## src/rtl/prefetch_unit.sv

```systemverilog
// rtl/prefetch_unit.sv - instruction prefetch queue feeding the decode register
// Optional drop counter output enabled by macro FETCH_PERF_EN.
module prefetch_unit #(
  parameter int XLEN = 32,
  parameter int DEPTH = 4,
  parameter logic [XLEN-1:0] RESET_PC = '0
) (
  input  logic            clk,
  input  logic            rst,
  input  logic            PCSrcE,
  input  logic [XLEN-1:0] PCTargetE,
  input  logic            StallD,
  input  logic            FlushD,
  output logic            imem_req_valid,
  input  logic            imem_req_ready,
  output logic [XLEN-1:0] imem_req_addr,
  input  logic            imem_rsp_valid,
  input  logic [XLEN-1:0] imem_rsp_data,
  output logic [XLEN-1:0] InstrD,
  output logic [XLEN-1:0] PCD,
  output logic [XLEN-1:0] PCPlus4D,
  output logic            ValidD
`ifdef FETCH_PERF_EN
  , output logic [31:0]   fetch_drop_cnt
`endif
);

  localparam int PW = (DEPTH > 1) ? $clog2(DEPTH) : 1;
  localparam int CW = PW + 1;
  localparam logic [CW:0] DEPTH_OCC = (CW+1)'(DEPTH);
  localparam logic [XLEN-1:0] WORD_MASK = {{(XLEN-2){1'b1}}, 2'b00};

  logic [XLEN-1:0]  pc_q, pc_d;
  logic [XLEN-1:0]  slot_addr_q [DEPTH];
  logic [XLEN-1:0]  slot_data_q [DEPTH];
  logic [DEPTH-1:0] filled_q, filled_d;
  logic [PW-1:0]    head_q, head_d, tail_q, tail_d, fill_ptr_q, fill_ptr_d;
  logic [CW-1:0]    count_q, count_d, unfilled_q, unfilled_d, discard_q, discard_d;
  logic [XLEN-1:0]  instr_q, instr_d, pcd_q, pcd_d, pcp4_q, pcp4_d;
  logic             validd_q, validd_d;

  logic [CW:0]      occ;
  logic             acc, fill, pop, head_ok;
  logic [CW-1:0]    outstanding;

  assign occ            = {1'b0, count_q} + {1'b0, discard_q};
  assign imem_req_valid = !rst && (occ < DEPTH_OCC) && !PCSrcE;
  assign imem_req_addr  = pc_q;
  assign acc            = imem_req_valid && imem_req_ready;
  assign fill           = imem_rsp_valid && (discard_q == '0) && !PCSrcE && (unfilled_q != '0);
  assign head_ok        = (count_q != '0) && filled_q[head_q];
  assign pop            = head_ok && (!validd_q || !StallD) && !PCSrcE && !FlushD;
  assign outstanding    = discard_q + unfilled_q;

  always_comb begin
    pc_d       = pc_q;
    head_d     = head_q;
    tail_d     = tail_q;
    fill_ptr_d = fill_ptr_q;
    count_d    = count_q;
    unfilled_d = unfilled_q;
    discard_d  = discard_q;
    filled_d   = filled_q;
    if (PCSrcE) begin
      // Every in-flight request becomes a response to discard, except one landing now.
      pc_d       = PCTargetE & WORD_MASK;
      head_d     = '0;
      tail_d     = '0;
      fill_ptr_d = '0;
      count_d    = '0;
      unfilled_d = '0;
      filled_d   = '0;
      discard_d  = (imem_rsp_valid && outstanding != '0) ? outstanding - CW'(1) : outstanding;
    end else begin
      if (acc) begin
        pc_d             = pc_q + XLEN'(4);
        filled_d[tail_q] = 1'b0;
      end
      if (fill) filled_d[fill_ptr_q] = 1'b1;
      if (imem_rsp_valid && discard_q != '0) discard_d = discard_q - CW'(1);
      tail_d     = tail_q + PW'(acc);
      fill_ptr_d = fill_ptr_q + PW'(fill);
      head_d     = head_q + PW'(pop);
      count_d    = count_q + CW'(acc) - CW'(pop);
      unfilled_d = unfilled_q + CW'(acc) - CW'(fill);
    end
  end

  always_comb begin
    validd_d = validd_q;
    instr_d  = instr_q;
    pcd_d    = pcd_q;
    pcp4_d   = pcp4_q;
    if (PCSrcE || FlushD) begin
      validd_d = 1'b0;
    end else if (pop) begin
      validd_d = 1'b1;
      instr_d  = slot_data_q[head_q];
      pcd_d    = slot_addr_q[head_q];
      pcp4_d   = slot_addr_q[head_q] + XLEN'(4);
    end else if (!StallD) begin
      validd_d = 1'b0;
    end
  end

  always_ff @(posedge clk or posedge rst) begin
    if (rst) begin
      pc_q       <= RESET_PC & WORD_MASK;
      head_q     <= '0;
      tail_q     <= '0;
      fill_ptr_q <= '0;
      count_q    <= '0;
      unfilled_q <= '0;
      discard_q  <= '0;
      filled_q   <= '0;
      validd_q   <= 1'b0;
      instr_q    <= '0;
      pcd_q      <= '0;
      pcp4_q     <= '0;
    end else begin
      pc_q       <= pc_d;
      head_q     <= head_d;
      tail_q     <= tail_d;
      fill_ptr_q <= fill_ptr_d;
      count_q    <= count_d;
      unfilled_q <= unfilled_d;
      discard_q  <= discard_d;
      filled_q   <= filled_d;
      validd_q   <= validd_d;
      instr_q    <= instr_d;
      pcd_q      <= pcd_d;
      pcp4_q     <= pcp4_d;
    end
  end

  // Slot payload needs no reset: the filled flags and count gate every read.
  always_ff @(posedge clk) begin
    if (acc)  slot_addr_q[tail_q]     <= pc_q;
    if (fill) slot_data_q[fill_ptr_q] <= imem_rsp_data;
  end

  assign InstrD   = instr_q;
  assign PCD      = pcd_q;
  assign PCPlus4D = pcp4_q;
  assign ValidD   = validd_q;

`ifdef FETCH_PERF_EN
  logic [31:0] drop_cnt_q;
  logic        dropped;

  assign dropped = imem_rsp_valid && (PCSrcE || discard_q != '0);

  always_ff @(posedge clk or posedge rst) begin
    if (rst) begin
      drop_cnt_q <= '0;
    end else if (dropped && drop_cnt_q != 32'hFFFF_FFFF) begin
      drop_cnt_q <= drop_cnt_q + 32'd1;
    end
  end

  assign fetch_drop_cnt = drop_cnt_q;
`endif

endmodule

```

## config.mk

```make
export PLATFORM = sky130hd
export DESIGN_NAME = prefetch_unit
export DESIGN_NICKNAME = d
export VERILOG_FILES = /design/src/rtl/prefetch_unit.sv
export SDC_FILE = /design/constraint.sdc
export NUM_CORES = 1
export LEC_CHECK = 0
export ABC_AREA = 1
export CORE_MARGIN = 2
export CORE_UTILIZATION = 57
export CTS_CLUSTER_DIAMETER = 200
export DETAILED_ROUTE_END_ITERATION = 8
export DONT_BUFFER_PORTS = 1
export PLACE_DENSITY_LB_ADDON = 0.1
export SYNTH_ARGS = -nofsm -noshare
export SYNTH_HDL_FRONTEND = slang
export SYNTH_SLANG_ARGS = --single-unit
```

## constraint.sdc

```tcl
create_clock -name clk -period 4.6 [get_ports clk]
set_input_delay 0.92 -clock clk [delete_from_list [all_inputs] [get_ports clk]]
set_output_delay 0.92 -clock clk [all_outputs]
set_load 0.05 [all_outputs]
```

# Word-level counts from Yosys, hierarchy flattened
# Memory sizes are Yosys's and may differ from the RTL's. A register that Yosys moved wholly into a read port is not among the register bits.
# Cells that the tools add are included.
[word_totals]
register_bits = 116
mem_bits_rw = 256
input_bits = 71
memories = 2
wordCells = 93
out_inout_bits = 130
[op_classes]
eq_ne = 1
order_cmp = 6
reduce_logical = 29
add_sub_neg = 13
mux = 27
n_bitwise = 4
[memory_table]
columns = ["name", "depth", "word_bits", "rd", "rd_clocked_by_memory_dff", "write_ports", "line_no", "source"]
rows = [
  ["slot_addr_q", 4, 32, 1, 0, 1, "34", "logic [XLEN-1:0] slot_addr_q [DEPTH];"],
  ["slot_data_q", 4, 32, 1, 1, 1, "35", "logic [XLEN-1:0] slot_data_q [DEPTH];"],
]
[ops]
columns = ["cell", "count"]
rows = [
  ["32-bit by 3-bit adder with 32-bit output (second input constant)", 2],
  ["32-bit two-way mux", 2],
  ["4-bit two-way mux", 4],
  ["3-bit two-way mux", 5],
  ["1-bit logical AND", 14],
  ["3-bit nonzero test", 4],
  ["1-bit two-way mux", 10],
  ["2-bit by 3-bit less-than comparator with 1-bit output (second input constant)", 3],
  ["2-bit by 1-bit adder with 2-bit output", 3],
  ["3-bit by 1-bit adder with 3-bit output", 2],
  ["2-bit two-way mux", 3],
  ["3-bit by 1-bit subtractor with 3-bit output", 2],
  ["3-bit by 1-bit subtractor with 3-bit output (second input constant)", 2],
  ["1-bit logical NOT", 5],
  ["3-bit by 3-bit adder with 4-bit output", 1],
  ["4-bit bitwise AND", 1],
  ["1-bit demux with 2-bit select", 2],
  ["2-bit by 1-bit greater-or-equal comparator with 1-bit output (second input constant)", 2],
  ["4-bit by 3-bit less-than comparator with 1-bit output (second input constant)", 1],
  ["4-bit inverter", 1],
  ["4-bit bitwise OR", 1],
  ["2-bit nonzero test", 2],
  ["3-bit adder", 1],
  ["3-bit logical NOT", 1],
  ["5 further kinds", 6],
]

# Longest topological paths before layout
[depth]
ltp_word = 11
depth_mapped = 16
mapped_depth_nobuf = 14

# Worst setup path before layout
# OpenSTA, ideal clock, no wires.
[synth_timing]
path_type = "input port to flip-flop"
startpoint = "in rst"
endpoint = "mem slot_addr_q[1][10] (enable)"
t_required_ps = 4145
cell_stages = 6
setup_time_ps = 455
path_buffers = 1
slack_ps = -444
arrival_ps = 4589
cell_sequence = "nor2_1 nand2_1 nor4_2 nand2_1 clkbuf_1 nor3_1"
[synth_via]
elab_chain_cells = 6
[synth_rtl]
columns = ["element", "line_no", "source"]
rows = [
  ["start, declared", "9", "input logic rst,"],
  ["1-bit logical NOT (no line)", "n/a", ""],
  ["1-bit logical AND (2 in a row)", "47", "assign imem_req_valid = !rst && (occ < DEPTH_OCC) && !PCSrcE;"],
  ["via imem_req_valid", "14", "output logic imem_req_valid,"],
  ["1-bit logical AND", "49", "assign acc = imem_req_valid && imem_req_ready;"],
  ["1-bit two-way mux", "138", "if (acc) slot_addr_q[tail_q] <= pc_q;"],
  ["1-bit two-way mux (not written as such)", "138", ""],
  ["end, declared", "34", ""],
]
# The timed path passes the listed nets, and every way through them passes these cells.

# Final worst setup path
[layout_timing]
startpoint = "reg head_q[0]"
endpoint = "reg count_q[2]"
[layout_via]
elab_chain_cells = 8
[layout_rtl]
columns = ["element", "line_no", "source"]
rows = [
  ["start, declared", "37", "logic [PW-1:0] head_q, head_d, tail_q, tail_d, fill_ptr_q, fill_ptr_d;"],
  ["start signal, assigned", "109", "head_q <= '0;"],
  ["start signal, assigned", "122", "head_q <= head_d;"],
  ["1-bit binary-select mux with 2-bit select", "51", "assign head_ok = (count_q != '0) && filled_q[head_q];"],
  ["1-bit two-way mux (not written as such)", "51", ""],
  ["1-bit logical AND", "51", ""],
  ["1-bit logical AND (3 in a row)", "52", "assign pop = head_ok && (!validd_q || !StallD) && !PCSrcE && !FlushD;"],
  ["3-bit by 1-bit subtractor with 3-bit output", "84", "count_d = count_q + CW'(acc) - CW'(pop);"],
  ["3-bit two-way mux", "64", "if (PCSrcE) begin"],
  ["via count_d[2]", "38", "logic [CW-1:0] count_q, count_d, unfilled_q, unfilled_d, discard_q, discard_d;"],
  ["end signal, assigned", "125", "count_q <= count_d;"],
  ["end, declared", "38", ""],
]
# The timed path passes the listed nets, and every way through them passes these cells. The select of a mux whose other input is x is not followed.
# A chain may end at the register's enable or synchronous reset.

==> summary.md <==
| Metric | Value |
|---|---|
| Post-DP HPWL | `23450 um` |
| Final setup viols | `0` |
| Nature of the critical path endpoint | `flop` |
| Lkg Pwr | `7.513 nW` |
| Area growth, synth to finish | `9.620%` |
| Mean Syn Cell Area | `10.26 um2` |
| Rows | `between 60 and 70` |
| Complex-gate fraction of the synthesized area | `6.171%` |
| Clk buf depth | `3` |
| Clk_lat worst skew | `0.54 ns` |
| GRT Overall Usage | `24.20%` |
| Warnings, synthesis | `0` |
| ANT nets after route | `0` |
| Slew Limit Headroom | `between 30% and 40%` |
| CTS tree | `yes` |
| Die height | `176.2 um` |
| Postcts setup bufs | `0` |
| Worst path top cell family by delay | `adder cells` |
| First-pass GRT wire length | `between 50000 and 60000 um` |
| CTS Root Cell | `clkbuf_16` |
| H-tree level count | `2` |
| DR DRC count | `0` |
| Via count | `~11000` |
| Core area | `0.02940 mm2` |
| RSZ-0062 raised after global routing | `no` |
| Crit path largest cell delay | `0.77 ns` |
| Full die area | `0.03106 mm2` |
| Clock transition at the registers of the reported paths | `~0.060 ns` |
| Hold Path Class | `input port to asynchronous set/reset pin` |
| Adder-cell share of the synthesized area | `~1.5%` |
| Main combinational cell family by area after synthesis | `simple AND/OR/NAND/NOR gates` |
| R2R depth | `12` |
| Final hold vios | `0` |
| Layout Nets | `roughly 1700` |
| PostCTS Resize Cnt | `0` |
| CP required | `5.05 ns` |
| Minimum clock period | `3.648 ns` |
| Maxcap violations | `0` |
| XOR/XNOR Fraction of Synth Area | `0.9842%` |
| Register bit count reported by yosys | `390` |
| RR Startpoint | `head_q[0]` |
| IO Pins | `around 200` |
| Num CTS Buffers | `41` |
| GR Overflow Total | `0` |
| Crit path max fanout | `around 50` |
| Routability Congestion | `0.8517` |
| Crit path kind | `flop to flop` |
| Flop2flop setup slack | `~0.95 ns` |
| Critical path's slowest cell | `dfrtp_4` |
| Buffers added on ports | `0` |
| Post-synth ARST share | `36.41%` |
| # fillers | `about 2400` |
| Dominant synthesized flop cell | `edfxtp_1` |
| First DRT Iteration DRCs | `between 700 and 800` |
| Outcome | `completed` |
| Share of cells above drive strength 1 | `slightly above 8%` |
| Slew Viols, Final | `0` |
| Detailed Route WL | `37460 um` |
| Power Density | `418.1 mW/mm2` |
| Most frequent cells in the layout | `nand2_1 (364), nor2_1 (286), edfxtp_1 (248)` |
| EDFF count, synth | `about 250` |
| Ant diodes | `0` |
| Initial Utilization | `roughly 58%` |
| Register area | `0.01101 mm2` |
| Worst Path Buf+Inv | `4` |
| Die Width | `~180 um` |
| Slew @ Worst Pin | `0.9356 ns` |
| Largest net degree at the start of global routing | `slightly above 80` |
| CTS Hold Bufs | `0` |
| Commonest non-fill, non-tap cell in the layout | `nand2_1` |
| Count of cell types in the netlist | `43` |
| Post-synthesis sequential area ratio | `between 60 and 70%` |
| Synth top area share | `44.04%` |
| Synth area leader | `edfxtp_1` |
| Number of global-route vias before repair | `roughly 11000` |
| Via-to-Cell Ratio | `5.505` |
| Mapped Area | `approximately 0.017 mm2` |
| R2r endpoint | `count_q[2]` |
| Arr. time, crit path | `4.09 ns` |
| Power, Total | `7.749 mW` |
| Clock skew | `0.02046 ns` |
| CP cell instances | `inv_2 > o21ai_0 > o21ai_1 > nand2_2 > clkinv_2 > ha_1 > inv_1 > ha_1 > inv_1 > fa_1 > and3_1 > nor3_1` |
| Synth Instances | `roughly 1600` |
| Multiplexer share of the synthesized area | `0.06660%` |
| Final core occ | `63.04%` |
| First-pass DRT Iterations | `7` |
| Startpoint Class | `flop` |
| Clock sink count | `390` |
| Simple-gate share of the synthesized area | `21.41%` |
| Routed len/inst | `18.16 um` |
| Area of the multi-input gates | `0.005159 mm2` |
| Synth area leaders | `edfxtp_1 (44%), dfrtp_1 (21%), nand2_1 (8.1%)` |
| Initial antenna violation count | `0` |
| Period Utilization, post-route | `79.29%` |
| Max Freq | `0.2742 GHz` |
| Peak VDD IR | `0.0003067 V` |
==> routing by layer <==
metal  GRT usage [%]  share of wire [%]  up-vias
li1                -                  -     5528
met1           35.13                 45     5392
met2           37.52                 45      384
met3           5.383                8.5       53
met4           5.957                1.7        0
met5               0                  0        -
==> registers in the layout (all words and copies together), names as in the netlist <==
signal and flops:
PCD 30, InstrD 32, fill_ptr_q 2, filled_q 4, imem_req_addr 30, discard_q 3
slot_data_q 128, count_q 3, head_q 2, unfilled_q 3, ValidD 1, PCPlus4D 30
slot_addr_q 120, tail_q 2
==> final cells by class <==
type	count	share of cell area, %
well taps	390	2.633
clock buffers	54	6.129
multi-input cells	1090	27.83
repair buffers	21	1.053
flip-flops and latches	390	59.38
inverters	96	1.971
clock inverters	22	1.006
==> kinds of logic (layout without fill, tap and decap cells) <==
group | count (synthesis) | count (layout)
simple gates | 858 | 858
mux | 1 | 1
other cells | 1 | 6
xor+xnor | 19 | 19
buf+inv | 173 | 193
compound gates | 187 | 187
fa+ha+maj | 19 | 19
flops | 390 | 390
==> power breakdown <==
part / switching, mW / internal [mW]
clock network: 1.32 / 1.86
logic: 0.268 / 0.135
registers: 0.313 / 3.85
==> synthesized netlist by cell type (11+ instances only) <==
cell      number
o211ai_1      15
nor2_2        14
nand4_1       11
a31oi_1       36
buf_2         30
xor2_1        13
nor3_1        20
inv_1         88
dfrtp_1      142
nor2_1       288
a21oi_1       21
o21ai_0      103
buf_4         14
clkbuf_1      19
ha_1          16
nand2_1      364
edfxtp_1     248
nand3_1      129
==> how the worst max path moves through the flow <==
stage	start	to	slack [ns]	cells after the start
5_1_grt	head_q[0]	count_q[2]	0.60	12
3_3_place_gp	head_q[0]	count_q[2]	0.97	12
6_report	head_q[0]	count_q[2]	0.95	12
3_5_place_dp	head_q[0]	count_q[2]	0.92	12
4_1_cts	head_q[0]	count_q[2]	0.89	12
2_1_floorplan	rst	slot_addr_q[1][10]	-0.44	6
==> metrics by stage <==
| stage | TNS, ns | hold WS [ns] | worst slack (ns) | instances | instance area [um2] |
|---|---|---|---|---|---|
| after global routing | 0 | 0.4220 | 0.5995 | 2063 | 18540 |
| after global placement | 0 | 0.5268 | 0.9738 | 1987 | 17210 |
| after CTS | 0 | 0.4229 | 0.8895 | 2063 | 18540 |
| after floorplan | -26.62 | 0.5101 | -0.4438 | 1653 | 16930 |
| final | 0 | 0.4471 | 0.9524 | 2063 | 18540 |
| after detailed placement | 0 | 0.5313 | 0.9163 | 1987 | 17210 |
Power figures use the tool's default switching activity.
